[config.mk]
export PLATFORM = sky130hd
export DESIGN_NAME = uart_tx_feeder_flat
export DESIGN_NICKNAME = d
export VERILOG_FILES = /design/src/rtl/uart_tx_feeder_if.sv /design/src/rtl/uart_tx_feeder.sv /design/src/flat_wrapper.sv
export SDC_FILE = /design/constraint.sdc
export NUM_CORES = 1
export LEC_CHECK = 0
export ABC_AREA = 1
export CAP_MARGIN = 40
export CORE_MARGIN = 2
export CORE_UTILIZATION = 30
export CTS_CLUSTER_DIAMETER = 60
export DETAILED_ROUTE_END_ITERATION = 10
export SLEW_MARGIN = 40
export SYNTH_ARGS = -nofsm -noshare
export SYNTH_HDL_FRONTEND = slang
export SYNTH_SLANG_ARGS = --single-unit
[constraint.sdc]
create_clock -name i_Clock -period 2.5 [get_ports i_Clock]
set_input_delay 0.25 -clock i_Clock [delete_from_list [all_inputs] [get_ports i_Clock]]
set_output_delay 0.25 -clock i_Clock [all_outputs]
set_load 0.01 [all_outputs]
[src/rtl/uart_tx_feeder_if.sv]
// Handshake bundle between a byte producer, the TX feeder and a UART transmitter.
// The slave modport is the feeder's view; master is the producer/transmitter side.
interface uart_tx_feeder_if #(
  parameter int DEPTH = 16,
  parameter int AW    = $clog2(DEPTH)
);
  logic          i_Wr_En;
  logic [7:0]    i_Wr_Byte;
  logic          i_Clr_Ovf;
  logic          o_Full;
  logic          o_Empty;
  logic [AW:0]   o_Count;
  logic          o_Overflow;
  logic          o_Busy;
  logic          o_Tx_DV;
  logic [7:0]    o_Tx_Byte;
  logic          i_Tx_Active;
  logic          i_Tx_Done;

  modport slave (
    input  i_Wr_En, i_Wr_Byte, i_Clr_Ovf, i_Tx_Active, i_Tx_Done,
    output o_Full, o_Empty, o_Count, o_Overflow, o_Busy, o_Tx_DV, o_Tx_Byte
  );

  modport master (
    output i_Wr_En, i_Wr_Byte, i_Clr_Ovf, i_Tx_Active, i_Tx_Done,
    input  o_Full, o_Empty, o_Count, o_Overflow, o_Busy, o_Tx_DV, o_Tx_Byte
  );
endinterface

[src/rtl/uart_tx_feeder.sv]
// Byte FIFO that feeds a UART transmitter one byte at a time, pacing each
// start pulse on the transmitter's active/done handshake.
module uart_tx_feeder #(
  parameter int DEPTH = 16,
  parameter int AW    = $clog2(DEPTH)
) (
  input  logic           i_Clock,
  input  logic           i_Rst_n,
  uart_tx_feeder_if.slave bus
);

  localparam logic [AW:0] FULL_COUNT = (AW+1)'(DEPTH);

  typedef enum logic [2:0] {
    IDLE      = 3'd0,
    ISSUE     = 3'd1,
    WAIT_ACT  = 3'd2,
    WAIT_DONE = 3'd3,
    GAP       = 3'd4
  } state_t;

  state_t        state;
  logic [7:0]    mem [DEPTH];
  logic [AW-1:0] wr_ptr;
  logic [AW-1:0] rd_ptr;
  logic [AW:0]   count;
  logic          avail_q;
  logic          overflow;
  logic          tx_dv;
  logic [7:0]    tx_byte;
  logic          full;
  logic          empty;
  logic          push;
  logic          pop;

  assign full  = (count == FULL_COUNT);
  assign empty = (count == '0);
  assign push  = bus.i_Wr_En && !full;
  // The FSM acts on a one-cycle-old availability flag, so a freshly written
  // byte is popped two edges after its write.
  assign pop   = (state == IDLE) && avail_q && !empty;

  // Storage is never reset; only pointers and count define its contents.
  always_ff @(posedge i_Clock) begin
    if (push) mem[wr_ptr] <= bus.i_Wr_Byte;
  end

  always_ff @(posedge i_Clock or negedge i_Rst_n) begin
    if (!i_Rst_n) begin
      wr_ptr  <= '0;
      rd_ptr  <= '0;
      count   <= '0;
      avail_q <= 1'b0;
    end else begin
      if (push) wr_ptr <= wr_ptr + AW'(1);
      if (pop)  rd_ptr <= rd_ptr + AW'(1);
      case ({push, pop})
        2'b10:   count <= count + (AW+1)'(1);
        2'b01:   count <= count - (AW+1)'(1);
        default: count <= count;
      endcase
      avail_q <= !empty;
    end
  end

  // A write attempted while full outranks a coincident clear.
  always_ff @(posedge i_Clock or negedge i_Rst_n) begin
    if (!i_Rst_n) begin
      overflow <= 1'b0;
    end else if (bus.i_Wr_En && full) begin
      overflow <= 1'b1;
    end else if (bus.i_Clr_Ovf) begin
      overflow <= 1'b0;
    end
  end

  always_ff @(posedge i_Clock or negedge i_Rst_n) begin
    if (!i_Rst_n) begin
      state   <= IDLE;
      tx_dv   <= 1'b0;
      tx_byte <= 8'h00;
    end else begin
      tx_dv <= 1'b0;
      case (state)
        IDLE: begin
          if (pop) begin
            tx_byte <= mem[rd_ptr];
            tx_dv   <= 1'b1;
            state   <= ISSUE;
          end
        end
        ISSUE:     state <= WAIT_ACT;
        WAIT_ACT:  if (bus.i_Tx_Active) state <= WAIT_DONE;
        WAIT_DONE: if (bus.i_Tx_Done)   state <= GAP;
        // Done may linger; hold here so no new byte starts until it drops.
        GAP:       if (!bus.i_Tx_Done)  state <= IDLE;
        default:   state <= IDLE;
      endcase
    end
  end

  assign bus.o_Full     = full;
  assign bus.o_Empty    = empty;
  assign bus.o_Count    = count;
  assign bus.o_Overflow = overflow;
  assign bus.o_Busy     = !empty || (state != IDLE);
  assign bus.o_Tx_DV    = tx_dv;
  assign bus.o_Tx_Byte  = tx_byte;

endmodule

[src/flat_wrapper.sv]
// flat-port wrapper written by rule: the top's interface ports become plain ports
module uart_tx_feeder_flat 
#(
  parameter int DEPTH = 16,
  parameter int AW    = $clog2(DEPTH)
)
  (i_Clock, i_Rst_n, bus_i_Wr_En, bus_i_Wr_Byte, bus_i_Clr_Ovf, bus_i_Tx_Active, bus_i_Tx_Done, bus_o_Full, bus_o_Empty, bus_o_Count, bus_o_Overflow, bus_o_Busy, bus_o_Tx_DV, bus_o_Tx_Byte);
  uart_tx_feeder_if #(.DEPTH(DEPTH), .AW(AW)) bus_i ();
  input  logic i_Clock;
  input  logic i_Rst_n;
  input wire logic [$bits(bus_i.i_Wr_En)-1:0] bus_i_Wr_En;
  input wire logic [$bits(bus_i.i_Wr_Byte)-1:0] bus_i_Wr_Byte;
  input wire logic [$bits(bus_i.i_Clr_Ovf)-1:0] bus_i_Clr_Ovf;
  input wire logic [$bits(bus_i.i_Tx_Active)-1:0] bus_i_Tx_Active;
  input wire logic [$bits(bus_i.i_Tx_Done)-1:0] bus_i_Tx_Done;
  output wire logic [$bits(bus_i.o_Full)-1:0] bus_o_Full;
  output wire logic [$bits(bus_i.o_Empty)-1:0] bus_o_Empty;
  output wire logic [$bits(bus_i.o_Count)-1:0] bus_o_Count;
  output wire logic [$bits(bus_i.o_Overflow)-1:0] bus_o_Overflow;
  output wire logic [$bits(bus_i.o_Busy)-1:0] bus_o_Busy;
  output wire logic [$bits(bus_i.o_Tx_DV)-1:0] bus_o_Tx_DV;
  output wire logic [$bits(bus_i.o_Tx_Byte)-1:0] bus_o_Tx_Byte;
  assign bus_i.i_Wr_En = bus_i_Wr_En;
  assign bus_i.i_Wr_Byte = bus_i_Wr_Byte;
  assign bus_i.i_Clr_Ovf = bus_i_Clr_Ovf;
  assign bus_i.i_Tx_Active = bus_i_Tx_Active;
  assign bus_i.i_Tx_Done = bus_i_Tx_Done;
  assign bus_o_Full = bus_i.o_Full;
  assign bus_o_Empty = bus_i.o_Empty;
  assign bus_o_Count = bus_i.o_Count;
  assign bus_o_Overflow = bus_i.o_Overflow;
  assign bus_o_Busy = bus_i.o_Busy;
  assign bus_o_Tx_DV = bus_i.o_Tx_DV;
  assign bus_o_Tx_Byte = bus_i.o_Tx_Byte;
  uart_tx_feeder #(.DEPTH(DEPTH), .AW(AW)) u_core (.i_Clock(i_Clock), .i_Rst_n(i_Rst_n), .bus(bus_i));
endmodule
==> key figures, run 1 <==
Run status
  • Status: completed

Timing
  • Final hold slack: 0.211 ns
  • Worst-Margin Slew: 0.766 ns
  • Crit path time final: 2.22 ns
  • Max frequency: 451 MHz
  • Setup_tns: 0 ns
  • Period utilization: 88.7%
  • Skew final: 0.00685 ns
  • Hold Fails Final Rpt: 0
  • Final Setup Violations: 0
  • Slew Limit Fails: 0
  • Max_slew headroom: 49.0%
  • Unrepaired setup endpoints after global routing: no

Placed design
  • DP HPWL: 9860 um
  • DP Cell Count: 1014
  • Port Buf Inserts: 31
  • GP Congestion: 0.852
  • DP Area: 0.00765 sq mm

Final layout
  • Non-Filler Instances: 1052
  • Final #Nets: 777
  • # fillers: 2207
  • Area Growth Syn to Fin: 19.8%
  • Final Instance Area: 0.00833 sq mm
  • Finished Core Util: 36.7%
  • Share of post-route cells with drive strength above 1: 9.26%
  • N_diodes: 0

Hold path
  • HP Class: in -> async

Detailed routing
  • Wire per inst: 14.6 um
  • Via Count: 4728
  • DR iter-0 viols: 458
  • Post-Route WL: 15300 um
  • DRC viols: 0
  • ANT nets after route: 0
  • Avg Vias per Cell: 4.49
  • First drt pass iteration count: 5

Synth
  • Syn_nets: 721
  • #FFs+latches synth: 155
  • Avg Inst Size Synth: 9.95 sq um
  • Synth warn: 0
  • Netlist cell types: 28
  • Sequential share of the synthesized area: 65.0%
  • Synth top area share: 55.3%
  • Mapped Cells: 698
  • Synth area leaders: edfxtp_1 (55%), nand2_1 (12%), dfrtp_1 (9.7%)
  • Synthesized area: 0.00695 sq mm
  • Synth area leader: edfxtp_1

CTS
  • Clock Latency Late Sink: 0.42 ns
  • Cts hold-fix bufs: 0
  • CTS H-tree lvls: 4
  • Total CTS buffers: 17
  • Clock Path Buffers: 2
  • CTS tree: done
  • CTS clk-pin slew, worst paths: 0.06 ns
  • Root buffer cell: clkbuf_16
  • Clock Sinks: 155

Die
  • Die Ht: 156 um
  • Std cell rows: 55
  • Die Wd: 156 um
  • Die Area: 0.0244 sq mm
  • I/O Pins: 32
  • Initial Utilization: 30.6%
  • Std-Cell Core Area: 0.0227 sq mm

Worst setup path
  • FF-to-FF path depth: 14
  • Max FO, Critical Path: 5
  • WS Path Type: reg -> reg
  • CP max stage cell: dfrtp_1
  • CP arrival: 2.58 ns
  • CP Cell Sequence: nor2_1 -> nand4_2 -> nand2_1 -> nor2_4 -> ha_2 -> xor2_1 -> ha_1 -> inv_1 -> nand2_1 -> nand3_1 -> nand2_1 -> xor2_1 -> nand2_1 -> nand2_1
  • Setup crit end kind: flop
  • Reg2reg start: u_core.bus.o_Count[0]$_DFFE_PN0P_
  • Critical Path Start: u_core.bus.o_Count[0]$_DFFE_PN0P_
  • Required time worst endpoint: 2.86 ns
  • Worst r2r dst: u_core.bus.o_Count[4]$_DFFE_PN0P_
  • CP max stage delay: 0.44 ns
  • CP dominant cell by count: nand2_1
  • Startpoint Class: flop
  • Reg2Reg Setup Slack: 0.28 ns

Global routing
  • Overflow after GRT: 0
  • M3 GR Usage: 2.36%
  • Largest net degree at the start of global routing: 68
  • Gr busiest metal: met2
  • Total track usage: 13.2%
  • First-pass GRT wire length: 24200 um
  • Met2 usage: 21.7%
  • Vias in the first global route: 4488
  • GR Layer Usage met1: 17.6%
  • Antenna violations before repair: 0

Power and ir drop
  • Power density over cell area: 1170 mW/mm^2
  • Leak Pwr: 3.65 nW
  • Worst VDD drop: 0.495 mV

Run
  • Max Cap Viol: 0
[critical path, delay by kind of cell (launching register included)]
family                     cells  cell delay [ns]
buffers and inverters          1             0.04
adders and majority gates      2             0.40
xor gates and xnor gates       2             0.36
DFF                            1             0.44
and+or+nand+nor                9             0.92
[placed cells by master (no fill, tap or decap), types with 2 or more instances in the layout]
master | netlist | routed
nand2_1 | 227 | 227
edfxtp_1 | 128 | 128
inv_1 | 122 | 122
nand3_1 | 104 | 104
buf_4 | 7 | 32
clkdlybuf4s50_1 | 0 | 31
dfrtp_1 | 27 | 26
clkbuf_16 | 0 | 17
nor3_1 | 12 | 12
nor2_1 | 9 | 9
xor2_1 | 9 | 9
o21ai_0 | 9 | 9
ha_1 | 9 | 8
clkinvlp_4 | 0 | 5
clkinv_4 | 0 | 4
bufinv_16 | 0 | 4
nand2_2 | 2 | 2
clkinv_1 | 2 | 2
[metrics by stage]
| stage | setup WS [ns] | total power, mW |
|---|---|---|
| 6_report | 0.282 | 9.72 |
| 4_1_cts | 0.0520 | 9.67 |
| 3_3_place_gp | 0.118 | 6.96 |
| 3_5_place_dp | 0.0585 | 7.01 |
| 5_1_grt | 0.0427 | 10.3 |
| 2_1_floorplan | 0.275 | 5.83 |
[synthesized netlist by cell type]
cell type  number
ha_1            9
a21oi_1         1
buf_2          16
xor2_1          9
nor2_1          9
a21boi_0        1
nand2_2         2
buf_1           1
edfxtp_1      128
clkinv_1        2
nand4_1         1
dfrtp_1        27
buf_4           7
o21ai_1         1
nor2_4          1
nand3_1       104
o21ai_0         9
buf_6           2
inv_2           1
nand3b_1        1
nand2_1       227
or2_2           1
nand4_2         1
inv_1         122
o21bai_1        1
nor3b_1         1
nor3_1         12
xnor2_1         1
[layer usage]
layer / wire length [um] / share of wire [%]
met4: 351 / 2.3
met1: 6810 / 44
met2: 7340 / 48
met3: 812 / 5.3
met5: 0 / 0
[state kept, by name, summed over array words and instances (netlist names)]
register,count
u_core.mem,128
u_core.bus.o_Tx_Byte,8
u_core.bus.o_Count,5
u_core.rd_ptr,4
u_core.wr_ptr,4
u_core.state,3
u_core.avail_q,1
u_core.bus.o_Overflow,1
u_core.bus.o_Tx_DV,1
[where the power goes]
| group | total (mW) | switching (mW) | internal, mW | leakage, nW |
|---|---|---|---|---|
| sequential | 3.43 | 0.207 | 3.23 | 1.49 |
| clock | 2.67 | 1.00 | 1.67 | 0.284 |
| combinational | 3.62 | 2.35 | 1.26 | 1.88 |
[repair_timing]
action                                  in CTS  in global routing
endpoints found under the setup margin       0                  3
buffers inserted                             0                  6
gates resized for setup                      0                  1
[worst max path at each step]
stage / endpoint / slack (ns) / depth (start not counted)
after detailed placement: u_core.bus.o_Count[4]$_DFFE_PN0P_ / 0.06 / 14
after floorplan: u_core.bus.o_Count[4]$_DFFE_PN0P_ / 0.27 / 15
after global routing: u_core.bus.o_Count[4]$_DFFE_PN0P_ / 0.04 / 14
after global placement: u_core.bus.o_Count[4]$_DFFE_PN0P_ / 0.12 / 14
after CTS: u_core.bus.o_Count[4]$_DFFE_PN0P_ / 0.05 / 14
final: u_core.bus.o_Count[4]$_DFFE_PN0P_ / 0.28 / 14
[cell type report]
class	count	area, sq um	share of cell area (%)
multi-input combinational	392	1800	21.7
clock buffer	18	429	5.15
tap	285	357	4.28
sequential	155	4520	54.3
inverter	125	469	5.63
clock inverter	14	198	2.37
timing repair buffer	63	551	6.61
[kinds of logic (layout without fill, tap and decap cells)]
group	after synthesis	count (layout)	synth area share, %
buffers and inverters	151	220	9.04
AO/OA/AOI/OAI	13	13	1.01
AND/OR/NAND/NOR	360	360	22.0
XOR/XNOR	10	10	1.26
adder cells (fa/ha/maj)	9	9	1.62
flip-flops	155	155	65.0
No activity file was read; power rests on OpenSTA's default activity.
==> run 2: changes to the inputs <==
--- a/config.mk
+++ b/config.mk
@@ -7,9 +7,10 @@
 export LEC_CHECK = 0
 export ABC_AREA = 1
-export CAP_MARGIN = 40
+export CAP_MARGIN = 20
 export CORE_MARGIN = 2
-export CORE_UTILIZATION = 30
+export CORE_UTILIZATION = 51
 export CTS_CLUSTER_DIAMETER = 60
 export DETAILED_ROUTE_END_ITERATION = 10
+export PLACE_DENSITY = 0.69
 export SLEW_MARGIN = 40
 export SYNTH_ARGS = -nofsm -noshare
==> constraint.sdc (replaced) <==
create_clock -name i_Clock -period 2.5 [get_ports i_Clock]
set_input_delay 0.25 -clock i_Clock [delete_from_list [all_inputs] [get_ports i_Clock]]
set_output_delay 0.25 -clock i_Clock [all_outputs]
set_load 0.05 [all_outputs]
==> run 2 against run 1 <==
Register-to-register slack lost 0.08 ns. Combinational power up 8.0%. Non-clock buffer count down 6. Clock-buffer cell count shrank 1. Flip-flop and latch count stayed put. Final cell count shrank 11%. Die area down 40%.
==> key figures, run 2 (synthesized netlist as in run 1, its figures left out) <==
Detailed routing
  • ANT nets after route: 0 (unchanged)
  • Post-Route WL: 15600 um (+1.6%)
  • DRC viols: 0 (unchanged)
  • First drt pass iteration count: 4 (-1)
  • Wire per inst: 16.6 um (+14%)
  • Via Count: 4806 (+1.6%)
  • Avg Vias per Cell: 5.13 (+14%)
  • DR iter-0 viols: 526 (+15%)

Power and ir drop
  • Clock power frac: 27.7% (+0.2 points)
  • Leak Pwr: 3.66 nW (+0.38%)
  • Worst VDD drop: 0.778 mV (+57%)
  • Combinational power share: 38.4% (+1.2 points)
  • Net Switching: 3.89 mW (+9.3%)
  • Flop pwr share: 33.9% (-1.4 points)
  • Sw frac: 38.2% (+1.6 points)
  • P_int: 6.29 mW (+2.2%)
  • Power density over cell area: 1240 mW/mm^2 (+6.5%)

Final layout
  • Final Instance Area: 0.00820 sq mm (-1.6%)
  • Max reg flops: 128 (unchanged)
  • Area Growth Syn to Fin: 18.0%
  • N_diodes: 0 (unchanged)
  • Register name with the most flops: u_core.mem
  • Commonest non-fill, non-tap cell in the layout: nand2_1
  • Share of post-route cells with drive strength above 1: 8.41% (-0.85 points)
  • Final #Nets: 771 (-0.77%)
  • # fillers: 1060 (-52%)
  • Commonest cells after routing, fill and taps aside: nand2_1 (227), edfxtp_1 (128), inv_1 (122), nand3_1 (104), clkdlybuf4s50_1 (31)

CTS
  • CTS tree: done
  • Cts hold-fix bufs: 0 (unchanged)
  • Clock Path Buffers: 2 (unchanged)
  • CTS H-tree lvls: 4 (unchanged)
  • CTS clk-pin slew, worst paths: 0.06 ns (about the same)
  • Root buffer cell: clkbuf_16
  • Clock Latency Late Sink: 0.43 ns (about the same)
  • Total CTS buffers: 17 (unchanged)
  • Clock Sinks: 155 (unchanged)

Timing
  • Period utilization: 95.1% (+6.3 points)
  • Hold Fails Final Rpt: 0 (unchanged)
  • Max frequency: 421 MHz (-6.7%)
  • Skew final: 0.00745 ns (+0.000602 ns)
  • Slew Limit Fails: 0 (unchanged)
  • Worst-Margin Slew: 0.861 ns (+0.0956 ns)
  • Crit path time final: 2.38 ns (+0.159 ns)
  • Final Setup Violations: 0 (unchanged)
  • Max_slew headroom: 42.4% (-6.6 points)
  • Setup_tns: 0 ns (unchanged)
  • Unrepaired setup endpoints after global routing: no

Hold path
  • HP Class: in -> async

Die
  • I/O Pins: 32 (unchanged)
  • Die Area: 0.0146 sq mm (-40%)
  • Die Wd: 121 um (-23%)
  • Std-Cell Core Area: 0.0133 sq mm (-41%)
  • Std cell rows: 42 (-24%)
  • Initial Utilization: 52.3% (+22 points)
  • Die Ht: 121 um (-23%)

Run status
  • Status: completed

Worst setup path
  • Setup crit end kind: output port
  • Max FO, Critical Path: 5 (unchanged)
  • WS Path Type: reg -> out
  • Startpoint Class: flop
  • CP arrival: 2.13 ns (-0.45 ns)
  • Reg2Reg Setup Slack: 0.20 ns (-0.08 ns)
  • Required time worst endpoint: 2.25 ns (-0.61 ns)
  • FF-to-FF path depth: 14 (unchanged)

Run
  • Max Cap Viol: 0 (unchanged)

Placed design
  • Port Buf Inserts: 31 (unchanged)
  • GP Congestion: 0.951 (+12%)
  • DP HPWL: 9800 um (-0.61%)
  • DP Area: 0.00753 sq mm (-1.6%)

Global routing
  • Total track usage: 23.3% (+10 points)
  • First-pass GRT wire length: 24900 um (+3.2%)
  • Largest net degree at the start of global routing: 65 (-4.4%)
  • Overflow after GRT: 0 (unchanged)
  • Antenna violations before repair: 0 (unchanged)
  • Vias in the first global route: 4651 (+3.6%)
run 2: stage by stage:
step / util (%) / power, mW / hold WS [ns] / setup slack (ns) / std cells
floorplan: - / 6.20 / -0.0456 / 0.0218 / 698
global placement: 56.7 / 7.19 / 0.470 / 0.180 / 904
CTS: 61.6 / 10.2 / 0.204 / 0.0511 / 937
global route: 61.7 / 10.8 / 0.229 / 0.0399 / 937
detailed placement: 56.7 / 7.35 / 0.480 / 0.0270 / 904
finish: 61.7 / 10.2 / 0.199 / 0.123 / 937
run 2: layout make-up:
class	count	area (sq um)	share of cell area [%]
clock buffer	17	425	5.19
clock inverter	15	228	2.78
inverter	125	469	5.72
multi-input combinational	392	1800	22.0
sequential	155	4520	55.2
tap	176	220	2.69
timing repair buffer	57	531	6.47
run 2: critical path, cell delays in order (launching register included):
cell and delay, ns:
dfrtp_1 0.43, nor2_2 0.17, nand4_1 0.17, inv_1 0.12
clkdlybuf4s50_1 0.81
run 2: what timing repair did:
| action | CTS | global route |
|---|---|---|
| setup endpoints to repair | 1 | 2 |
| buffers inserted | 1 | 0 |
| resized for setup | 0 | 1 |
| cloned | 0 | 0 |
| pin swaps | 1 | 1 |
run 2: per-layer routing:
metal	part of all wire [%]	track usage, %
met2	49	36.8
met5	0	0
met3	6.3	5.33
met1	43	31.8
met4	1.6	8.36
run 2: worst paths after layout:
| path | end | from |
|---|---|---|
| worst min register to register | u_core.bus.o_Tx_Byte[5]$_DFFE_PN0P_ | u_core.bus.o_Tx_Byte[5]$_DFFE_PN0P_ |
| worst min-delay path | u_core.bus.o_Tx_Byte[3]$_DFFE_PN0P_ | i_Rst_n |
| worst max-delay path | bus_o_Full | u_core.bus.o_Count[2]$_DFFE_PN0P_ |
| max in group asynchronous | u_core.rd_ptr[0]$_DFFE_PN0P_ | i_Rst_n |
| min in group i_Clock | u_core.bus.o_Overflow$_DFFE_PN0P_ | bus_i_Clr_Ovf |
| worst max register to register | u_core.bus.o_Count[4]$_DFFE_PN0P_ | u_core.bus.o_Count[2]$_DFFE_PN0P_ |
run 2: power groups by stage:
stage / clock (mW) / combinational (mW) / sequential (mW)
floorplan: 0 / 2.38 / 3.82
global placement: 0 / 3.72 / 3.47
detailed placement: 0 / 3.86 / 3.50
CTS: 2.87 / 3.91 / 3.45
global route: 2.97 / 4.33 / 3.49
finish: 2.82 / 3.91 / 3.45
==> run 3: changes to the inputs <==
PLACE_DENSITY = 0.77   (was 0.69)
TNS_END_PERCENT = 30   (was unset)
==> run 3 against run 2 <==
Hold slack improved by 0.079 ns. Clock power fell by 17%. First-iteration DRC count fell by 20%. Final area fell by 1.3%. Combinational power barely moved. Worst setup slack improved by 0.026 ns. Fmax rose by 1.1%. Register-to-register slack got worse by 0.02 ns. Sequential power barely moved. Critical endpoint unchanged. Largest power group unchanged.
==> key figures, run 3 (synthesized netlist as in run 1, its figures left out) <==
Timing
  • Period utilization: 94.0% (-1.0 points)
  • Worst-Margin Slew: 0.777 ns (-0.0845 ns)
  • Unrepaired setup endpoints after global routing: no
  • Setup_tns: 0 ns (unchanged)
  • Skew final: 0.00607 ns (-0.00138 ns)
  • Slew Limit Fails: 0 (unchanged)
  • Max_slew headroom: 48.1% (+5.7 points)
  • Max frequency: 425 MHz (+1.1%)
  • Crit path time final: 2.35 ns (-0.0255 ns)
  • Final Setup Violations: 0 (unchanged)
  • Hold Fails Final Rpt: 0 (unchanged)

Power and ir drop
  • Power Total: 9.69 mW (-4.9%)
  • Power density over cell area: 1200 mW/mm^2 (-3.6%)
  • Leak Pwr: 3.61 nW (-1.3%)
  • P_int: 5.81 mW (-7.7%)
  • Clock power frac: 24.2% (-3.5 points)
  • Worst VDD drop: 0.589 mV (-24%)
  • Net Switching: 3.88 mW (-0.30%)
  • Combinational power share: 40.2% (+1.8 points)
  • Flop pwr share: 35.6% (+1.7 points)
  • Sw frac: 40.0% (+1.8 points)

Run
  • Max Cap Viol: 0 (unchanged)

CTS
  • Clock Sinks: 155 (unchanged)
  • Root buffer cell: clkbuf_16
  • Clock Path Buffers: 2 (unchanged)
  • Post-CTS Resized: 0 (unchanged)
  • CTS H-tree lvls: 4 (unchanged)
  • CTS tree: done
  • Clock Latency Late Sink: 0.42 ns (about the same)
  • CTS clk-pin slew, worst paths: 0.06 ns (about the same)
  • Total CTS buffers: 17 (unchanged)

Detailed routing
  • First drt pass iteration count: 6 (+2)
  • DR iter-0 viols: 420 (-20%)
  • ANT nets after route: 0 (unchanged)
  • DRC viols: 0 (unchanged)
  • Avg Vias per Cell: 5.18 (+0.99%)
  • Wire per inst: 16.4 um (-1.1%)
  • Post-Route WL: 15400 um (-0.87%)
  • Via Count: 4864 (+1.2%)

Global routing
  • First-pass GRT wire length: 24600 um (-1.5%)
  • Antenna violations before repair: 0 (unchanged)
  • Total track usage: 22.8% (-0.44 points)
  • Vias in the first global route: 4853 (+4.3%)
  • Largest net degree at the start of global routing: 68 (+4.6%)
  • Overflow after GRT: 0 (unchanged)

Hold path
  • HP Class: in -> async

Die
  • Die Area: 0.0146 sq mm (unchanged)
  • Std-Cell Core Area: 0.0133 sq mm (unchanged)
  • Die Wd: 121 um (unchanged)
  • Std cell rows: 42 (unchanged)
  • I/O Pins: 32 (unchanged)
  • Die Ht: 121 um (unchanged)
  • Initial Utilization: 52.3% (unchanged)

Worst setup path
  • Setup crit end kind: output port
  • WS Path Type: reg -> out
  • Worst r2r dst: u_core.bus.o_Count[4]$_DFFE_PN0P_
  • FF-to-FF path depth: 14 (unchanged)
  • Startpoint Class: flop
  • Reg2reg start: u_core.bus.o_Count[0]$_DFFE_PN0P_
  • CP arrival: 2.10 ns (-0.03 ns)
  • Reg2Reg Setup Slack: 0.18 ns (-0.02 ns)
  • Max FO, Critical Path: 5 (unchanged)
  • Required time worst endpoint: 2.25 ns (about the same)

Final layout
  • Commonest non-fill, non-tap cell in the layout: nand2_1
  • Register name with the most flops: u_core.mem
  • Commonest cells after routing, fill and taps aside: nand2_1 (227), edfxtp_1 (128), inv_1 (122), nand3_1 (104), clkdlybuf4s50_1 (30)
  • Final #Nets: 773 (+0.26%)
  • Area Growth Syn to Fin: 16.4%
  • Max reg flops: 128 (unchanged)
  • N_diodes: 0 (unchanged)
  • Share of post-route cells with drive strength above 1: 8.13% (-0.28 points)

Run status
  • Status: completed

Placed design
  • GP Congestion: 0.806 (-15%)
  • Port Buf Inserts: 31 (unchanged)
  • DP HPWL: 9810 um (about the same)
[run 3: worst max-delay path by stage]
| stage | endpoint | slack [ns] | cells past startpoint | startpoint |
|---|---|---|---|---|
| 4_1_cts | u_core.bus.o_Count[4]$_DFFE_PN0P_ | 0.03 | 14 | u_core.bus.o_Count[0]$_DFFE_PN0P_ |
| 2_1_floorplan | u_core.bus.o_Count[4]$_DFFE_PN0P_ | 0.02 | 15 | u_core.bus.o_Count[1]$_DFFE_PN0P_ |
| 6_report | bus_o_Full | 0.15 | 4 | u_core.bus.o_Count[0]$_DFFE_PN0P_ |
| 5_1_grt | u_core.bus.o_Count[4]$_DFFE_PN0P_ | 0.007 | 14 | u_core.bus.o_Count[0]$_DFFE_PN0P_ |
| 3_5_place_dp | u_core.bus.o_Count[4]$_DFFE_PN0P_ | 0.07 | 14 | u_core.bus.o_Count[0]$_DFFE_PN0P_ |
| 3_3_place_gp | u_core.bus.o_Count[4]$_DFFE_PN0P_ | 0.14 | 14 | u_core.bus.o_Count[0]$_DFFE_PN0P_ |
[run 3: final cells by class]
type	count	area, sq um
timing repair buffer	59	543
fill	1036	5210
clock inverter	13	103
sequential	155	4520
multi-input combinational	392	1800
inverter	125	469
tap	176	220
clock buffer	19	433
[run 3: metrics by stage]
stage	hold slack [ns]	std cells	instance area (sq um)	setup slack (ns)	util, %
floorplan	-0.0456	698	6950	0.0218	-
global placement	0.483	903	7530	0.136	56.6
detailed placement	0.476	903	7530	0.0657	56.6
CTS	0.292	935	8060	0.0274	60.6
global route	0.334	939	8090	0.00730	60.8
finish	0.278	939	8090	0.149	60.8
[run 3: layer usage]
layer	share of wire [%]	GRT usage, %	vias up
met3	7.2	6.13	40
met5	0	0	-
met2	50	37.3	186
met4	3.0	10.5	0
met1	40	28.5	2293
li1	-	-	2345
[run 3: power by group through the flow]
| stage | Combinational, mW | Clock (mW) | Sequential [mW] |
|---|---|---|---|
| after detailed placement | 3.80 | 0 | 3.50 |
| after global routing | 4.30 | 2.46 | 3.49 |
| after global placement | 3.70 | 0 | 3.47 |
| after CTS | 3.84 | 2.36 | 3.45 |
| after floorplan | 2.38 | 0 | 3.82 |
| final | 3.90 | 2.35 | 3.45 |
[run 3: timing repair]
item | 4_1_cts | 5_1_grt
hold buffers | 0 | 1
endpoints found under the setup margin | 0 | 3
hold endpoints to repair | 0 | 16
buffers inserted | 0 | 3
[run 3: worst max-delay path, cell delays in order (launching register included)]
cell	delay, ns
dfrtp_1	0.43
nor2_1	0.19
nand4_1	0.15
inv_1	0.10
clkdlybuf4s50_1	0.80
